--- src/rtl/wb_initiator.sv ---
// wb_initiator: Wishbone classic single-transfer initiator.
//
// Accepts one load/store from a core-side request port, runs one Wishbone
// classic cycle and returns aligned, sign/zero-extended read data.
// Misaligned requests are rejected without a bus cycle, and a responder
// that never answers is aborted after TIMEOUT_CYCLES cycles (0 disables).
//
// Handshakes: a request transfers on a rising clk edge where
// req_valid && req_ready. req_ready is high only in IDLE. resp_valid is a
// single-cycle pulse, and resp_err / resp_rdata are meaningful only while
// it is high. On the bus, wb_stb_o mirrors wb_cyc_o, and adr/sel/dat/we
// hold steady from the first cycle of cyc until ack/err/timeout ends it.
//
// Ports:
//   clk, rst            clock, synchronous active-high reset
//   req_*               core request (valid/ready, we, addr, size,
//                       unsigned, wdata)
//   resp_*              core response (valid pulse, rdata, err)
//   wb_*                Wishbone classic initiator signals
//   dbg_state_o         current FSM state (0 IDLE, 1 BUS, 2 RESP)
module wb_initiator #(
  parameter int unsigned TIMEOUT_CYCLES = 255
) (
  input  logic        clk,
  input  logic        rst,
  input  logic        req_valid,
  output logic        req_ready,
  input  logic        req_we,
  input  logic [31:0] req_addr,
  input  logic [1:0]  req_size,
  input  logic        req_unsigned,
  input  logic [31:0] req_wdata,
  output logic        resp_valid,
  output logic [31:0] resp_rdata,
  output logic        resp_err,
  output logic        wb_cyc_o,
  output logic        wb_stb_o,
  output logic        wb_we_o,
  output logic [29:0] wb_adr_o,
  output logic [3:0]  wb_sel_o,
  output logic [31:0] wb_dat_o,
  input  logic [31:0] wb_dat_i,
  input  logic        wb_ack_i,
  input  logic        wb_err_i,
  output logic [1:0]  dbg_state_o
);

  typedef enum logic [1:0] {
    S_IDLE = 2'd0,
    S_BUS  = 2'd1,
    S_RESP = 2'd2
  } state_t;

  localparam logic [31:0] TO_LAST = TIMEOUT_CYCLES - 1;

  state_t      state_q, state_d;
  logic        req_ready_q, req_ready_d;
  logic        resp_valid_q, resp_valid_d;
  logic [31:0] resp_rdata_q, resp_rdata_d;
  logic        resp_err_q, resp_err_d;
  logic        cyc_q, cyc_d;
  logic        we_q, we_d;
  logic [29:0] adr_q, adr_d;
  logic [3:0]  sel_q, sel_d;
  logic [31:0] dat_q, dat_d;
  logic [1:0]  size_q, size_d;
  logic        uns_q, uns_d;
  logic [1:0]  off_q, off_d;
  logic [31:0] cnt_q, cnt_d;

  logic        misaligned;
  logic [3:0]  lane_sel;
  logic [31:0] lane_dat;
  logic [7:0]  ld_b;
  logic [15:0] ld_h;
  logic [31:0] ld_ext;
  logic        timeout_hit;

  // Lane selects and replicated write data for the incoming request.
  always_comb begin
    misaligned = 1'b0;
    lane_sel   = 4'b1111;
    lane_dat   = req_wdata;
    case (req_size)
      2'd0: begin
        lane_sel = 4'b0001 << req_addr[1:0];
        lane_dat = {4{req_wdata[7:0]}};
      end
      2'd1: begin
        misaligned = req_addr[0];
        lane_sel   = req_addr[1] ? 4'b1100 : 4'b0011;
        lane_dat   = {2{req_wdata[15:0]}};
      end
      2'd2: begin
        misaligned = (req_addr[1:0] != 2'd0);
      end
      default: begin
        misaligned = 1'b1;
      end
    endcase
  end

  // Pick the addressed byte/half out of the bus word, then extend it.
  always_comb begin
    ld_b = wb_dat_i[{off_q, 3'b000} +: 8];
    ld_h = off_q[1] ? wb_dat_i[31:16] : wb_dat_i[15:0];
    case (size_q)
      2'd0:    ld_ext = uns_q ? {24'd0, ld_b} : {{24{ld_b[7]}}, ld_b};
      2'd1:    ld_ext = uns_q ? {16'd0, ld_h} : {{16{ld_h[15]}}, ld_h};
      default: ld_ext = wb_dat_i;
    endcase
  end

  assign timeout_hit = (TIMEOUT_CYCLES != 0) && (cnt_q == TO_LAST);

  always_comb begin
    state_d      = state_q;
    req_ready_d  = req_ready_q;
    resp_valid_d = resp_valid_q;
    resp_rdata_d = resp_rdata_q;
    resp_err_d   = resp_err_q;
    cyc_d        = cyc_q;
    we_d         = we_q;
    adr_d        = adr_q;
    sel_d        = sel_q;
    dat_d        = dat_q;
    size_d       = size_q;
    uns_d        = uns_q;
    off_d        = off_q;
    cnt_d        = cnt_q;
    case (state_q)
      S_IDLE: begin
        if (req_valid && req_ready_q) begin
          req_ready_d = 1'b0;
          size_d      = req_size;
          uns_d       = req_unsigned;
          off_d       = req_addr[1:0];
          if (misaligned) begin
            // Rejected without touching the bus.
            state_d      = S_RESP;
            resp_valid_d = 1'b1;
            resp_err_d   = 1'b1;
            resp_rdata_d = 32'd0;
          end else begin
            state_d = S_BUS;
            cyc_d   = 1'b1;
            we_d    = req_we;
            adr_d   = req_addr[31:2];
            sel_d   = lane_sel;
            dat_d   = req_we ? lane_dat : 32'd0;
            cnt_d   = 32'd0;
          end
        end
      end
      S_BUS: begin
        cnt_d = cnt_q + 32'd1;
        // err wins over ack; timeout only when the responder is silent.
        if (wb_err_i || wb_ack_i || timeout_hit) begin
          state_d      = S_RESP;
          cyc_d        = 1'b0;
          resp_valid_d = 1'b1;
          resp_err_d   = wb_err_i || !wb_ack_i;
          resp_rdata_d = (!wb_err_i && wb_ack_i && !we_q) ? ld_ext : 32'd0;
        end
      end
      S_RESP: begin
        state_d      = S_IDLE;
        req_ready_d  = 1'b1;
        resp_valid_d = 1'b0;
        resp_err_d   = 1'b0;
        resp_rdata_d = 32'd0;
      end
      default: begin
        state_d     = S_IDLE;
        req_ready_d = 1'b1;
      end
    endcase
  end

  always_ff @(posedge clk) begin
    if (rst) begin
      state_q      <= S_IDLE;
      req_ready_q  <= 1'b1;
      resp_valid_q <= 1'b0;
      resp_rdata_q <= 32'd0;
      resp_err_q   <= 1'b0;
      cyc_q        <= 1'b0;
      we_q         <= 1'b0;
      adr_q        <= 30'd0;
      sel_q        <= 4'd0;
      dat_q        <= 32'd0;
      size_q       <= 2'd0;
      uns_q        <= 1'b0;
      off_q        <= 2'd0;
      cnt_q        <= 32'd0;
    end else begin
      state_q      <= state_d;
      req_ready_q  <= req_ready_d;
      resp_valid_q <= resp_valid_d;
      resp_rdata_q <= resp_rdata_d;
      resp_err_q   <= resp_err_d;
      cyc_q        <= cyc_d;
      we_q         <= we_d;
      adr_q        <= adr_d;
      sel_q        <= sel_d;
      dat_q        <= dat_d;
      size_q       <= size_d;
      uns_q        <= uns_d;
      off_q        <= off_d;
      cnt_q        <= cnt_d;
    end
  end

  assign req_ready   = req_ready_q;
  assign resp_valid  = resp_valid_q;
  assign resp_rdata  = resp_rdata_q;
  assign resp_err    = resp_err_q;
  assign wb_cyc_o    = cyc_q;
  assign wb_stb_o    = cyc_q;
  assign wb_we_o     = we_q;
  assign wb_adr_o    = adr_q;
  assign wb_sel_o    = sel_q;
  assign wb_dat_o    = dat_q;
  assign dbg_state_o = state_q;

endmodule

--- config.mk ---
export PLATFORM = sky130hd
export DESIGN_NAME = wb_initiator
export DESIGN_NICKNAME = d
export VERILOG_FILES = /design/src/rtl/wb_initiator.sv
export SDC_FILE = /design/constraint.sdc
export NUM_CORES = 1
export LEC_CHECK = 0
export ABC_AREA = 1
export CAP_MARGIN = 40
export CORE_UTILIZATION = 40
export DETAILED_ROUTE_END_ITERATION = 10
export PLACE_DENSITY = 0.73
export SYNTH_ARGS = -nofsm -noshare
export SYNTH_HDL_FRONTEND = slang
export SYNTH_SLANG_ARGS = --single-unit
--- constraint.sdc ---
create_clock -name clk -period 1.71 [get_ports clk]
set_input_delay 0.342 -clock clk [delete_from_list [all_inputs] [get_ports clk]]
set_output_delay 0.342 -clock clk [all_outputs]
set_load 0.02 [all_outputs]
# ---- Word-level counts from Yosys, hierarchy flattened
# Index checks and enable logic that the tools add are counted.
# W data, S select, Z words.
dict set report totals {
  ff_bits 142
}
dict set report op_classes {
  addsub 1
  n_eq_ne 10
  shifts 2
  n_mux 33
  bitwise_logic 2
  n_reduce_logical 22
}
# operator count
set op_table {}
lappend op_table {{$mux W32} 9}
lappend op_table {{$pmux W32 S2} 3}
lappend op_table {{$pmux W32 S3} 1}
lappend op_table {{$add A32 B1 Y32 const B} 1}
lappend op_table {{$eq A32 B8 Y1 const B} 1}
lappend op_table {{$shiftx A32 B6 Y8} 1}
lappend op_table {{$mux W16} 1}
lappend op_table {{$pmux W1 S3} 3}
lappend op_table {{$mux W1} 8}
lappend op_table {{$ne A2 B2 Y1 const B} 4}
lappend op_table {{$pmux W4 S2} 1}
lappend op_table {{$reduce_and A4 Y1} 2}
lappend op_table {{$eq A2 B1 Y1 const B} 3}
lappend op_table {{$logic_not A2 Y1} 3}
lappend op_table {{$mux W2} 3}
lappend op_table {{$reduce_and A2 Y1} 3}
lappend op_table {{$reduce_and A3 Y1} 2}
lappend op_table {{$eq A2 B2 Y1 const B} 2}
lappend op_table {{$mux W4} 1}
lappend op_table {{$pmux W1 S2} 2}
lappend op_table {{$pmux W2 S2} 1}
lappend op_table {{$reduce_bool A2 Y1} 2}
lappend op_table {{$shl A1 B2 Y4 const A} 1}
lappend op_table {{$logic_and A1 B1 Y1} 3}
lappend op_table {{4 further kinds} 9}

# ---- Depth between registers and ports, before layout
# Gate-level depths: netlist of run 1.
dict set report logic_depth {
  depth_word 6
  ltp_mapped 13
  ltp_nobuf 12
}

# ---- Worst setup path after synthesis of run 1
# Ideal clock, no wire load.
dict set report synth_path {
  path_type {register to register}
  start {reg state_q[1], in the netlist dbg_state_o[1]}
  end {reg cnt_q[22]}
  t_arrival_ps 1712
  t_required_ps 1589
  path_slack_ps -123
  path_stages_with_launch 14
  n_path_buf 2
  period_less_slack_ps 1833
  path_cell_list {dfxtp_1 > inv_1 > ha_1 > inv_2 > nor2_4 > inv_2 > a21oi_2 > buf_4 > nand2_2 > nand2_4 > inv_2 > buf_4 > o21ai_0 > a21oi_1}
}
dict set report synth_between {
  elab_chain_len 3
  elab_cells_between_ends 7
}
# item line_no
set synth_lines {}
lappend synth_lines {{from (decl)} 56} ;# state_t state_q, state_d;
lappend synth_lines {{from (signal assigned)} 197} ;# state_q <= state_d;
lappend synth_lines {{$eq A2 B1 Y1 or $logic_not A2 Y1 (tied branches)} 131} ;# case (state_q)
lappend synth_lines {{$reduce_bool A2 Y1 (no source line) or $ne A2 B2 Y1 (tied branches)} n/a}
lappend synth_lines {{$reduce_and A3 Y1 (no source line)} n/a}
lappend synth_lines {{to (signal assigned)} 210} ;# cnt_q <= cnt_d;
lappend synth_lines {{to (decl)} 69} ;# logic [31:0] cnt_q, cnt_d;
# Parallel ways exist; a longest one is shown, timed or not.
# A chain may end at the register's enable or synchronous reset.

# ---- Worst setup path in the final report of run 1
dict set report layout_path {
  start {reg cnt_q[0]}
  end {reg resp_rdata_q[19], in the netlist resp_rdata[19]}
}
dict set report layout_between {
  elab_chain_len 4
}
# item line_no
set layout_lines {}
lappend layout_lines {{$eq A32 B8 Y1} 114} ;# assign timeout_hit = (TIMEOUT_CYCLES != 0) && (cnt_q == TO_LAST);
lappend layout_lines {{$logic_or A1 B1 Y1} 158} ;# if (wb_err_i || wb_ack_i || timeout_hit) begin
lappend layout_lines {{$ne A2 B2 Y1 (no source line)} n/a}
lappend layout_lines {{$reduce_and A4 Y1 (no source line)} n/a}
lappend layout_lines {{to (signal assigned)} 200} ;# resp_rdata_q <= resp_rdata_d;
lappend layout_lines {{to (decl)} 59} ;# logic [31:0] resp_rdata_q, resp_rdata_d;
# No other way between the ends.

==> impl_metrics.py, run 1 <==
metrics = {
    "placement": {
        "place_area_sq_um": 9790,
        "place_hpwl_mm": 15.7,
        "numPortBuffers": 210,
        "place_ws_ps": -479,
        "gp_congestion": 0.904,
    },
    "timing": {
        "layout_setup_ws_ps": -72.6,
        "period_minus_slack_ps": 1780,
        "finalMaxSlewViolations": 0,
        "maxSlewHeadroom": 0.471,
        "fin_skew_ps": 8.67,
        "rsz0062_at_grt": "yes",
        "clock.fmax_ghz": 0.561,
        "setup_viol": 37,
        "hold_viol_final": 0,
        "tightest_slew_ps": 793,
        "finalCritPeriodShare": 1.04,
    },
    "route": {
        "antenna_left": 0,
        "remaining_drc_errors": 0,
        "routedWlPerCell_microns": 14.9,
        "routed_via_density": 5.04,
        "drt_iter0_markers": 482,
        "vias": 7979,
        "wl_mm": 23.5,
        "dr.pass1.iters": 6,
    },
    "synth": {
        "synth_enable_flop_cells": 0,
        "async_flop_share": 0,
        "ys.flop_type": "dfxtp_1",
        "yosysMostFrequentCell": "nand2_1",
        "ys_warn_count": 0,
        "syn_nets": 1166,
        "yosysUniqueCellTypes": 38,
        "synth_largest_area_cell": "dfxtp_1",
        "synth_seq_cells": 142,
        "yosys-top-cells-area": "dfxtp_1 41%, nand2_1 15%, nor2_1 10%",
        "yosysTopAreaCellShare": 0.409,
        "synth_area_sq_um": 6940,
        "synth.avg_cell_area_sq_um": 6.57,
        "ys_seq_area_frac": 0.409,
        "synthTopCellsByCount": "282 x nand2_1, 191 x nor2_1, 142 x dfxtp_1, 84 x inv_1, 81 x a21oi_1",
        "syn_inst": 1056,
    },
    "global_route": {
        "antenna_found_initial": 0,
        "grt_max_degree": 72,
        "grt_pass1_vias": 7573,
        "globalRouteTotalUtil": 0.253,
        "grt_overflow_total": 0,
        "grt_pass1_wl_mm": 36.2,
    },
    "critical_path": {
        "crit_fanout": 8,
        "cp.arrival_ps": 2070,
        "path_class": "reg2reg",
        "crit_family": "simple AND/OR/NAND/NOR gates",
        "crit_path_end_kind": "register",
        "path_cells": "inv_2 -> ha_4 -> nand3_2 -> nor2_2 -> nand2_1 -> o21ai_2 -> nand3_4 -> buf_6 -> buf_12 -> nand2_2 -> inv_2 -> nor2_1 -> nor2_1",
        "crit_path_max_incr_delay_ps": 330,
        "crit_buf_inv": 4,
        "cpMaxStageDelayCell": "dfxtp_2",
        "cp-start-kind": "register",
        "worstPathRequired_ps": 2000,
    },
    "finish": {
        "drive_gt1_frac": 0.222,
        "layout.nets": 1461,
        "diodes": 0,
        "design_area_sq_um": 11200,
        "syn_to_final_growth_pct": 61.7,
    },
    "die": {
        "die_width_microns": 134,
        "core_sq_um": 16800,
        "die_h_microns": 134,
        "ios": 211,
        "num_rows": 47,
        "initial_core_util": 0.414,
        "dieArea_sq_um": 17900,
    },
    "hold_path": {
        "hold_class": "reg2reg",
    },
    "cts": {
        "clk_pin_slew_worst_paths_ps": 60,
        "clock_latency_ps": 430,
        "cts_root_buf": "clkbuf_16",
        "cts_tree": "yes",
        "cts_inserted_buffers": 17,
        "cts_buffer_depth": 2,
        "cts_hold_buf": 0,
        "clock_sinks": 142,
        "htree_levels": 4,
    },
    "power_and_ir_drop": {
        "power_density_nw_per_um2": 991,
        "power.leakage_uw": 0.00517,
        "peakVddDrop_v": 0.000828,
    },
    "outcome": {
        "violations": "setup timing",
        "run_status": "complete, but fails checks",
    },
    "run": {
        "maxCapViolCount": 0,
    },
}
-- area by class of cell --
| cell class | instances | area (sq um) |
|---|---|---|
| fillers | 1408 | 5530 |
| multi-input cells | 771 | 4010 |
| clock buffers | 17 | 425 |
| well taps | 220 | 275 |
| repair inverters | 3 | 22.5 |
| clock inverters | 14 | 169 |
| repair buffers | 323 | 3080 |
| inverters | 93 | 383 |
| flip-flops and latches | 142 | 2860 |
-- final timing paths --
| path | start | end | slack, ps | cells past startpoint |
|---|---|---|---|---|
| setup / recovery | cnt_q[0] | resp_rdata[19] | -70 | 13 |
| hold / removal | resp_rdata[13] | resp_rdata[13] | 460 | 2 |
| setup reg to reg | cnt_q[0] | resp_rdata[19] | -70 | 13 |
| hold reg to reg | resp_rdata[13] | resp_rdata[13] | 460 | 2 |
-- worst register-to-register path: cells and delay by family, from the launching register on --
| family | cells | cell delay [ps] |
|---|---|---|
| AND/OR/NAND/NOR | 7 | 570 |
| buffers and inverters | 4 | 410 |
| AO/OA/AOI/OAI | 1 | 210 |
| flip-flops | 1 | 330 |
| adder cells (fa/ha/maj) | 1 | 130 |
-- stage by stage --
step / TNS (ps) / hold slack (ps) / cells / utilization / total power (uW)
global placement: -43160 / 450 / 1517 / 0.584 / 6710
CTS: -615 / 393 / 1559 / 0.628 / 10800
finish: -1420 / 458 / 1583 / 0.670 / 11100
floorplan: 0 / 436 / 1056 / - / 5360
global route: -7410 / 457 / 1583 / 0.670 / 11600
detailed placement: -48720 / 452 / 1517 / 0.584 / 6740
-- layout by cell type, fill, tap and decap left out, types with 6 or more instances in the layout --
master,Yosys,routed
or2_2,10,10
o22ai_1,7,7
dfxtp_2,0,10
nor2_4,5,18
buf_12,0,10
nand4_1,22,22
nand3_2,1,7
buf_4,4,87
o21ai_2,2,8
o21ai_0,71,65
nand2_1,282,264
nor3_1,10,6
nand2_2,4,19
inv_2,7,12
clkbuf_16,0,17
nor2_1,191,162
inv_1,84,73
dfxtp_1,142,130
a21oi_2,2,8
a21oi_1,81,71
dlygate4sd2_1,0,97
o21ai_1,7,6
dlymetal6s2s_1,0,8
clkdlybuf4s50_1,0,103
nor2_2,4,20
buf_6,3,12
nand3_1,39,31
a22oi_2,0,7
-- power breakdown --
part           internal [uW]  leakage [uW]  switching (uW)
sequential              3540       0.00116             134
combinational           1640       0.00373            2030
clock                   2280      0.000278            1510
-- flip-flops by register name (all words and copies together) (netlist names) --
| signal | count |
|---|---|
| req_ready | 1 |
| size_q | 2 |
| resp_valid | 1 |
| resp_err | 1 |
| wb_cyc_o | 1 |
| off_q | 2 |
| dbg_state_o | 2 |
| wb_sel_o | 4 |
| wb_we_o | 1 |
| resp_rdata | 32 |
| uns_q | 1 |
| cnt_q | 32 |
| wb_adr_o | 30 |
| wb_dat_o | 32 |
-- cells by family after synthesis --
| logic type | synth area share |
|---|---|
| adders and majority gates | 0.00901 |
| xor gates and xnor gates | 0.00252 |
| and+or+nand+nor | 0.351 |
| DFF | 0.409 |
| AOI/OAI and AO/OA | 0.142 |
| buffers and inverters | 0.0858 |
-- per-layer routing --
layer | vias to the layer above | track usage | routed length (microns)
met1 | 3642 | 0.305 | 9590
li1 | 3971 | - | -
met2 | 319 | 0.429 | 11500
met5 | - | 0 | 0
met4 | 0 | 0.0947 | 612
met3 | 47 | 0.0666 | 1810
-- what timing repair did --
action	in CTS	in global routing
buffers inserted	8	20
resized for setup	146	137
gates cloned	3	4
pin swaps	24	40
setup endpoints to repair	125	122
Power figures use the tool's default switching activity.
==> inputs of run 2 (changes only) <==
SETUP_SLACK_MARGIN = 0.15   (was not set)
==> run 2 against run 1 <==
Effect of this change:
- the run still ends with setup timing left
- register-to-register slack lost 130 ps
- critical path depth is 1 lower
- clock power is 9.0% higher
- cell area rose by 10%
- first-iteration DRC count up 55%
- sequential power up 1%
- hold slack worse by 28 ps
- sequential share of layout area decreased by 2.3 points
- critical endpoint is now resp_rdata[25]
- largest power group is now combinational logic
==> impl_metrics.py, run 2 (synthesized netlist as in run 1, its figures left out) <==
metrics = {
    "outcome": {
        "run_status": "complete, but fails checks",
        "violations": "setup timing",
    },
    "placement": {
        "place_hpwl_mm": 15.8,
        "place_inst": 1508,
        "numPortBuffers": 210,
        "gp_congestion": 0.872,
    },
    "cts": {
        "clock_sinks": 142,
        "htree_levels": 4,
        "clk_pin_slew_worst_paths_ps": 60,
        "clock_latency_ps": 420,
        "cts_buffer_depth": 2,
        "cts_root_buf": "clkbuf_16",
        "cts_inserted_buffers": 17,
        "cts_hold_buf": 0,
        "cts_tree": "yes",
    },
    "timing": {
        "finalMaxSlewViolations": 0,
        "clock.fmax_ghz": 0.523,
        "fin_skew_ps": 12.1,
        "finalCritPeriodShare": 1.12,
        "tns_ps": -8070,
        "layout_setup_ws_ps": -202,
        "setup_viol": 102,
        "rsz0062_at_grt": "yes",
        "hold_viol_final": 0,
        "maxSlewHeadroom": 0.440,
        "period_minus_slack_ps": 1910,
        "tightest_slew_ps": 840,
    },
    "power_and_ir_drop": {
        "finalPower_uw": 12300,
        "power.leakage_uw": 0.00554,
        "power_density_nw_per_um2": 992,
        "peakVddDrop_v": 0.00104,
    },
    "global_route": {
        "globalRouteTotalUtil": 0.279,
        "antenna_found_initial": 1,
        "grt_pass1_wl_mm": 39.3,
        "grt_overflow_total": 0,
        "grt_max_degree": 72,
        "grt_pass1_vias": 7980,
    },
    "critical_path": {
        "ff2ff_setup_slack_ps": -200,
        "crit_fanout": 8,
        "crit_path_end_kind": "register",
        "worstReg2RegStart": "cnt_q[4]",
        "r2r_end": "resp_rdata[25]",
        "cpMaxStageDelayCell": "dfxtp_2",
        "crit_path_max_incr_delay_ps": 360,
        "cp.arrival_ps": 2190,
        "cp-start-kind": "register",
        "path_cells": "nand2_2 -> inv_2 -> nand2_2 -> nor2_1 -> nand2_1 -> o21ai_2 -> nand3_4 -> clkbuf_16 -> nand2_2 -> inv_2 -> nor2_1 -> nor2_1",
        "rr_worst_depth": 12,
        "worstPathRequired_ps": 1980,
        "path_class": "reg2reg",
    },
    "finish": {
        "syn_to_final_growth_pct": 78.3,
        "layout.nets": 1489,
        "fillers": 1205,
        "final_cells": 1613,
        "layout_common_cells": "208 x nand2_1, 155 x nor2_1, 127 x dfxtp_1",
        "layout_commonest_cell": "nand2_1",
        "drive_gt1_frac": 0.338,
    },
    "die": {
        "initial_core_util": 0.414,
        "die_width_microns": 134,
        "die_h_microns": 134,
        "ios": 211,
        "num_rows": 47,
        "dieArea_sq_um": 17900,
        "core_sq_um": 16800,
    },
    "hold_path": {
        "hold_class": "in2reg",
        "hp-start": "rst",
        "hold_end": "req_ready",
        "holdPathStages": 4,
    },
    "run": {
        "maxCapViolCount": 0,
    },
    "route": {
        "routed_via_density": 5.26,
        "drt_iter0_markers": 749,
        "antenna_left": 0,
        "wl_mm": 27.8,
        "vias": 8481,
        "dr.pass1.iters": 5,
        "remaining_drc_errors": 0,
        "routedWlPerCell_microns": 17.2,
    },
}
## run 2: area by class of cell
class / instances / area, sq um / share of cell area
antenna: 1 / 2.50 / 0.000202
clock buffer: 19 / 433 / 0.0350
clock inverter: 13 / 211 / 0.0171
inverter: 93 / 409 / 0.0331
multi-input combinational: 772 / 4600 / 0.372
sequential: 142 / 2880 / 0.232
tap: 220 / 275 / 0.0222
timing repair buffer: 348 / 3480 / 0.282
timing repair inverter: 5 / 81.3 / 0.00657
## run 2: worst max-delay path: cells and delay by family (launching register included)
family	cells	cell delay, ps
AO/OA/AOI/OAI	1	250
AND/OR/NAND/NOR	8	800
buffers and inverters	3	350
flip-flops	1	360
## run 2: timing repair
| action | 4_1_cts | 5_1_grt |
|---|---|---|
| setup endpoints to repair | 242 | 138 |
| resized for setup | 384 | 150 |
| buffers inserted | 35 | 19 |
| pin swaps | 91 | 111 |
| gates cloned | 13 | 5 |
## run 2: report_power, final
part / switching (uW) / internal [uW] / leakage (uW) / total (uW)
logic: 2460 / 1980 / 0.00408 / 4430
clock network: 1530 / 2600 / 0.000301 / 4130
registers: 178 / 3540 / 0.00116 / 3720
## run 2: per-layer routing
| layer | share of wire | GRT usage | wire length, microns |
|---|---|---|---|
| met1 | 0.38 | 0.326 | 10600 |
| met2 | 0.50 | 0.480 | 13800 |
| met3 | 0.072 | 0.0670 | 2000 |
| met4 | 0.046 | 0.128 | 1270 |
| met5 | 0 | 0 | 0 |
## run 2: worst max path at each step
stage / start / end / slack [ps] / cells after the start
after floorplan: dbg_state_o[1] / cnt_q[22] / 80 / 13
after global placement: req_addr[0] / cnt_q[28] / -460 / 11
after detailed placement: req_addr[0] / wb_sel_o[3] / -540 / 8
after CTS: dbg_state_o[1] / wb_adr_o[23] / -10 / 12
after global routing: cnt_q[4] / resp_rdata[28] / -230 / 12
final: cnt_q[4] / resp_rdata[25] / -200 / 12
## run 2: per-stage QoR
step | util | area [sq um] | worst slack [ps] | hold slack [ps]
CTS | 0.698 | 11700 | -14.7 | 404
detailed placement | 0.581 | 9750 | -537 | 456
floorplan | - | 7040 | 79.5 | 437
finish | 0.739 | 12400 | -202 | 431
global placement | 0.581 | 9750 | -464 | 450
global route | 0.739 | 12400 | -228 | 421
==> inputs of run 3 (changes only) <==
ABC_AREA = 0   (was 1)
CORE_MARGIN = 1.5   (was not set)
PLACE_DENSITY = 0.74   (was 0.73)
==> run 3 against run 2 <==
Effect of this change:
- the flow still finishes with violations (setup timing)
- first-iteration DRC count down 43%
- count of clock-buffer cells in the layout is the same
- clock skew is 3.0 ps lower
- sequential share of layout area grew 2.9 points
- synthesized area decreased by 6.2%
- critical path depth shrank 3
- flip-flop and latch count unchanged
- worst setup slack got worse by 120 ps
- sequential power fell by 5.4%
- maximum frequency is 5.7% lower
- via count down 16%
- wire length down 18%
- critical path type unchanged
- critical endpoint is now resp_rdata[12]
==> impl_metrics.py, run 3 <==
metrics = {
    "cts": {
        "clk_pin_slew_worst_paths_ps": 60,
        "clock_latency_ps": 430,
        "cts_buffer_depth": 2,
        "cts_inserted_buffers": 17,
        "clock_sinks": 142,
        "cts_root_buf": "clkbuf_16",
        "htree_levels": 4,
        "cts_tree": "yes",
    },
    "finish": {
        "layout.nets": 1200,
        "layout_common_cells": "138 x nand2_1, 134 x dfxtp_1, 108 x buf_4",
        "syn_to_final_growth_pct": 68.0,
        "fillers": 1319,
        "layout_commonest_cell": "nand2_1",
        "drive_gt1_frac": 0.241,
    },
    "synth": {
        "yosysMostFrequentCell": "dfxtp_1",
        "synth_fa_ha_area_frac": 0.00961,
        "yosysUniqueCellTypes": 58,
        "yosysTopAreaCellShare": 0.437,
        "ys_warn_count": 0,
        "synth_seq_cells": 142,
        "synth_area_sq_um": 6510,
        "synth.avg_cell_area_sq_um": 8.42,
        "synth_largest_area_cell": "dfxtp_1",
        "synthMuxAreaShare": 0.0605,
        "synth_enable_flop_cells": 0,
        "synthXorXnorAreaFrac": 0.0161,
        "yosys-top-cells-area": "dfxtp_1 44%, nand2_1 8.0%, a21oi_1 7.8%",
        "synthSimpleGateAreaFrac": 0.218,
        "syn_inst": 773,
        "ys_seq_area_frac": 0.437,
        "synth_compound_area_frac": 0.213,
        "syn_nets": 883,
        "async_flop_share": 0,
        "synth_top_family_by_area": "simple AND/OR/NAND/NOR gates",
        "synthTopCellsByCount": "142 x dfxtp_1, 138 x nand2_1, 102 x a21oi_1, 43 x clkbuf_1, 39 x nor2_1",
        "ys.flop_type": "dfxtp_1",
    },
    "critical_path": {
        "crit_fanout": 9,
        "cp-start-kind": "register",
        "cp.arrival_ps": 2400,
        "path_class": "reg2reg",
        "worstPathRequired_ps": 2080,
        "crit_path_end_kind": "register",
    },
    "global_route": {
        "grt_pass1_vias": 6774,
        "grt_pass1_wl_mm": 34.7,
        "grt_overflow_total": 0,
        "antenna_found_initial": 1,
        "globalRouteTotalUtil": 0.262,
        "grt_max_degree": 62,
    },
    "die": {
        "dieArea_sq_um": 17100,
        "num_rows": 46,
        "initial_core_util": 0.410,
        "die_width_microns": 131,
        "core_sq_um": 15900,
        "die_h_microns": 131,
        "ios": 211,
    },
    "timing": {
        "clock.fmax_ghz": 0.493,
        "tns_ps": -15140,
        "finalCritPeriodShare": 1.19,
        "tightest_slew_ps": 638,
        "finalMaxSlewViolations": 0,
        "maxSlewHeadroom": 0.575,
        "fin_skew_ps": 9.06,
        "setup_viol": 98,
        "hold_viol_final": 0,
        "rsz0062_at_grt": "yes",
        "layout_setup_ws_ps": -319,
        "period_minus_slack_ps": 2030,
    },
    "hold_path": {
        "hold_class": "reg2reg",
    },
    "power_and_ir_drop": {
        "power_density_nw_per_um2": 869,
        "finalPower_uw": 9510,
        "power.leakage_uw": 0.00463,
        "peakVddDrop_v": 0.000767,
    },
    "route": {
        "antenna_left": 0,
        "routedWlPerCell_microns": 17.3,
        "remaining_drc_errors": 0,
        "vias": 7096,
        "wl_mm": 22.8,
        "routed_via_density": 5.37,
        "dr.pass1.iters": 5,
        "drt_iter0_markers": 426,
    },
    "placement": {
        "numPortBuffers": 210,
        "gp_congestion": 0.875,
        "place_hpwl_mm": 14.8,
    },
    "outcome": {
        "run_status": "complete, but fails checks",
        "violations": "setup timing",
    },
    "run": {
        "maxCapViolCount": 0,
    },
}
run 3: cell count changes after synthesis, sizes merged, moves of 15 or more:
cell	before	now
o2bb2ai	0	16
nor2	200	39
mux2	0	25
inv	91	12
or3	0	15
a22o	0	16
o21ai	80	32
nand2	290	138
a21oi	83	103
run 3: metrics by stage:
stage	worst slack (ps)	hold slack [ps]	cells	cell area, sq um	utilization
after detailed placement	-783	446	1256	9690	0.610
after CTS	-271	444	1314	10800	0.678
after floorplan	-391	450	773	6710	-
final	-319	448	1321	10900	0.689
after global placement	-714	438	1256	9690	0.610
after global routing	-370	448	1320	10900	0.688
run 3: cells by family (layout without fill, tap and decap cells):
group	count (synthesis)	count (layout)
adder cells (fa/ha/maj)	5	5
XOR/XNOR	12	12
AO/OA/AOI/OAI	215	215
multiplexers	35	35
other	0	2
flip-flops	142	142
buffers and inverters	72	401
AND/OR/NAND/NOR	292	293
run 3: final timing paths:
check                       from        endpoint  slack (ps)  cells after the start
setup reg to reg  dbg_state_o[0]  resp_rdata[12]        -320                      9
hold reg to reg     wb_dat_o[26]    wb_dat_o[26]         450                      2
hold / removal      wb_dat_o[26]    wb_dat_o[26]         450                      2
setup / recovery  dbg_state_o[0]  resp_rdata[12]        -320                      9
run 3: critical path, stage by stage (launching register included):
cell and delay (ps):
dfxtp_4 370, inv_4 40, ha_4 190, nor4b_2 180, a2111oi_4 340, nor4b_4 260
buf_4 180, buf_6 140, o21a_1 150, a22o_1 130
run 3: what timing repair did:
item | CTS | global route
cloned | 9 | 1
hold buffers | 0 | 0
resized for setup | 161 | 21
setup endpoints to repair | 240 | 138
buffers inserted | 17 | 4
pin swaps | 20 | 16
run 3: per-layer routing:
metal / vias up / global-route usage / part of all wire
met3: 68 / 0.0778 / 0.077
met2: 297 / 0.432 / 0.48
li1: 3393 / - / -
met4: 0 / 0.120 / 0.035
met1: 3338 / 0.316 / 0.41
met5: - / 0 / 0
run 3: where the power goes:
group | switching [uW] | internal [uW]
Combinational | 1120 | 1120
Clock | 1560 | 2180
Sequential | 82.1 | 3440
Total | 2760 | 6750
run 3: cell type report:
cell class              count  area, sq um  share of cell area
well taps                 216          270              0.0247
clock inverters            13          153              0.0140
clock buffers              19          433              0.0396
inverters                  14         57.6             0.00526
diodes                      2         5.00            0.000458
multi-input cells         560         3670               0.335
flip-flops and latches    142         2860               0.261
repair buffers            355         3490               0.319
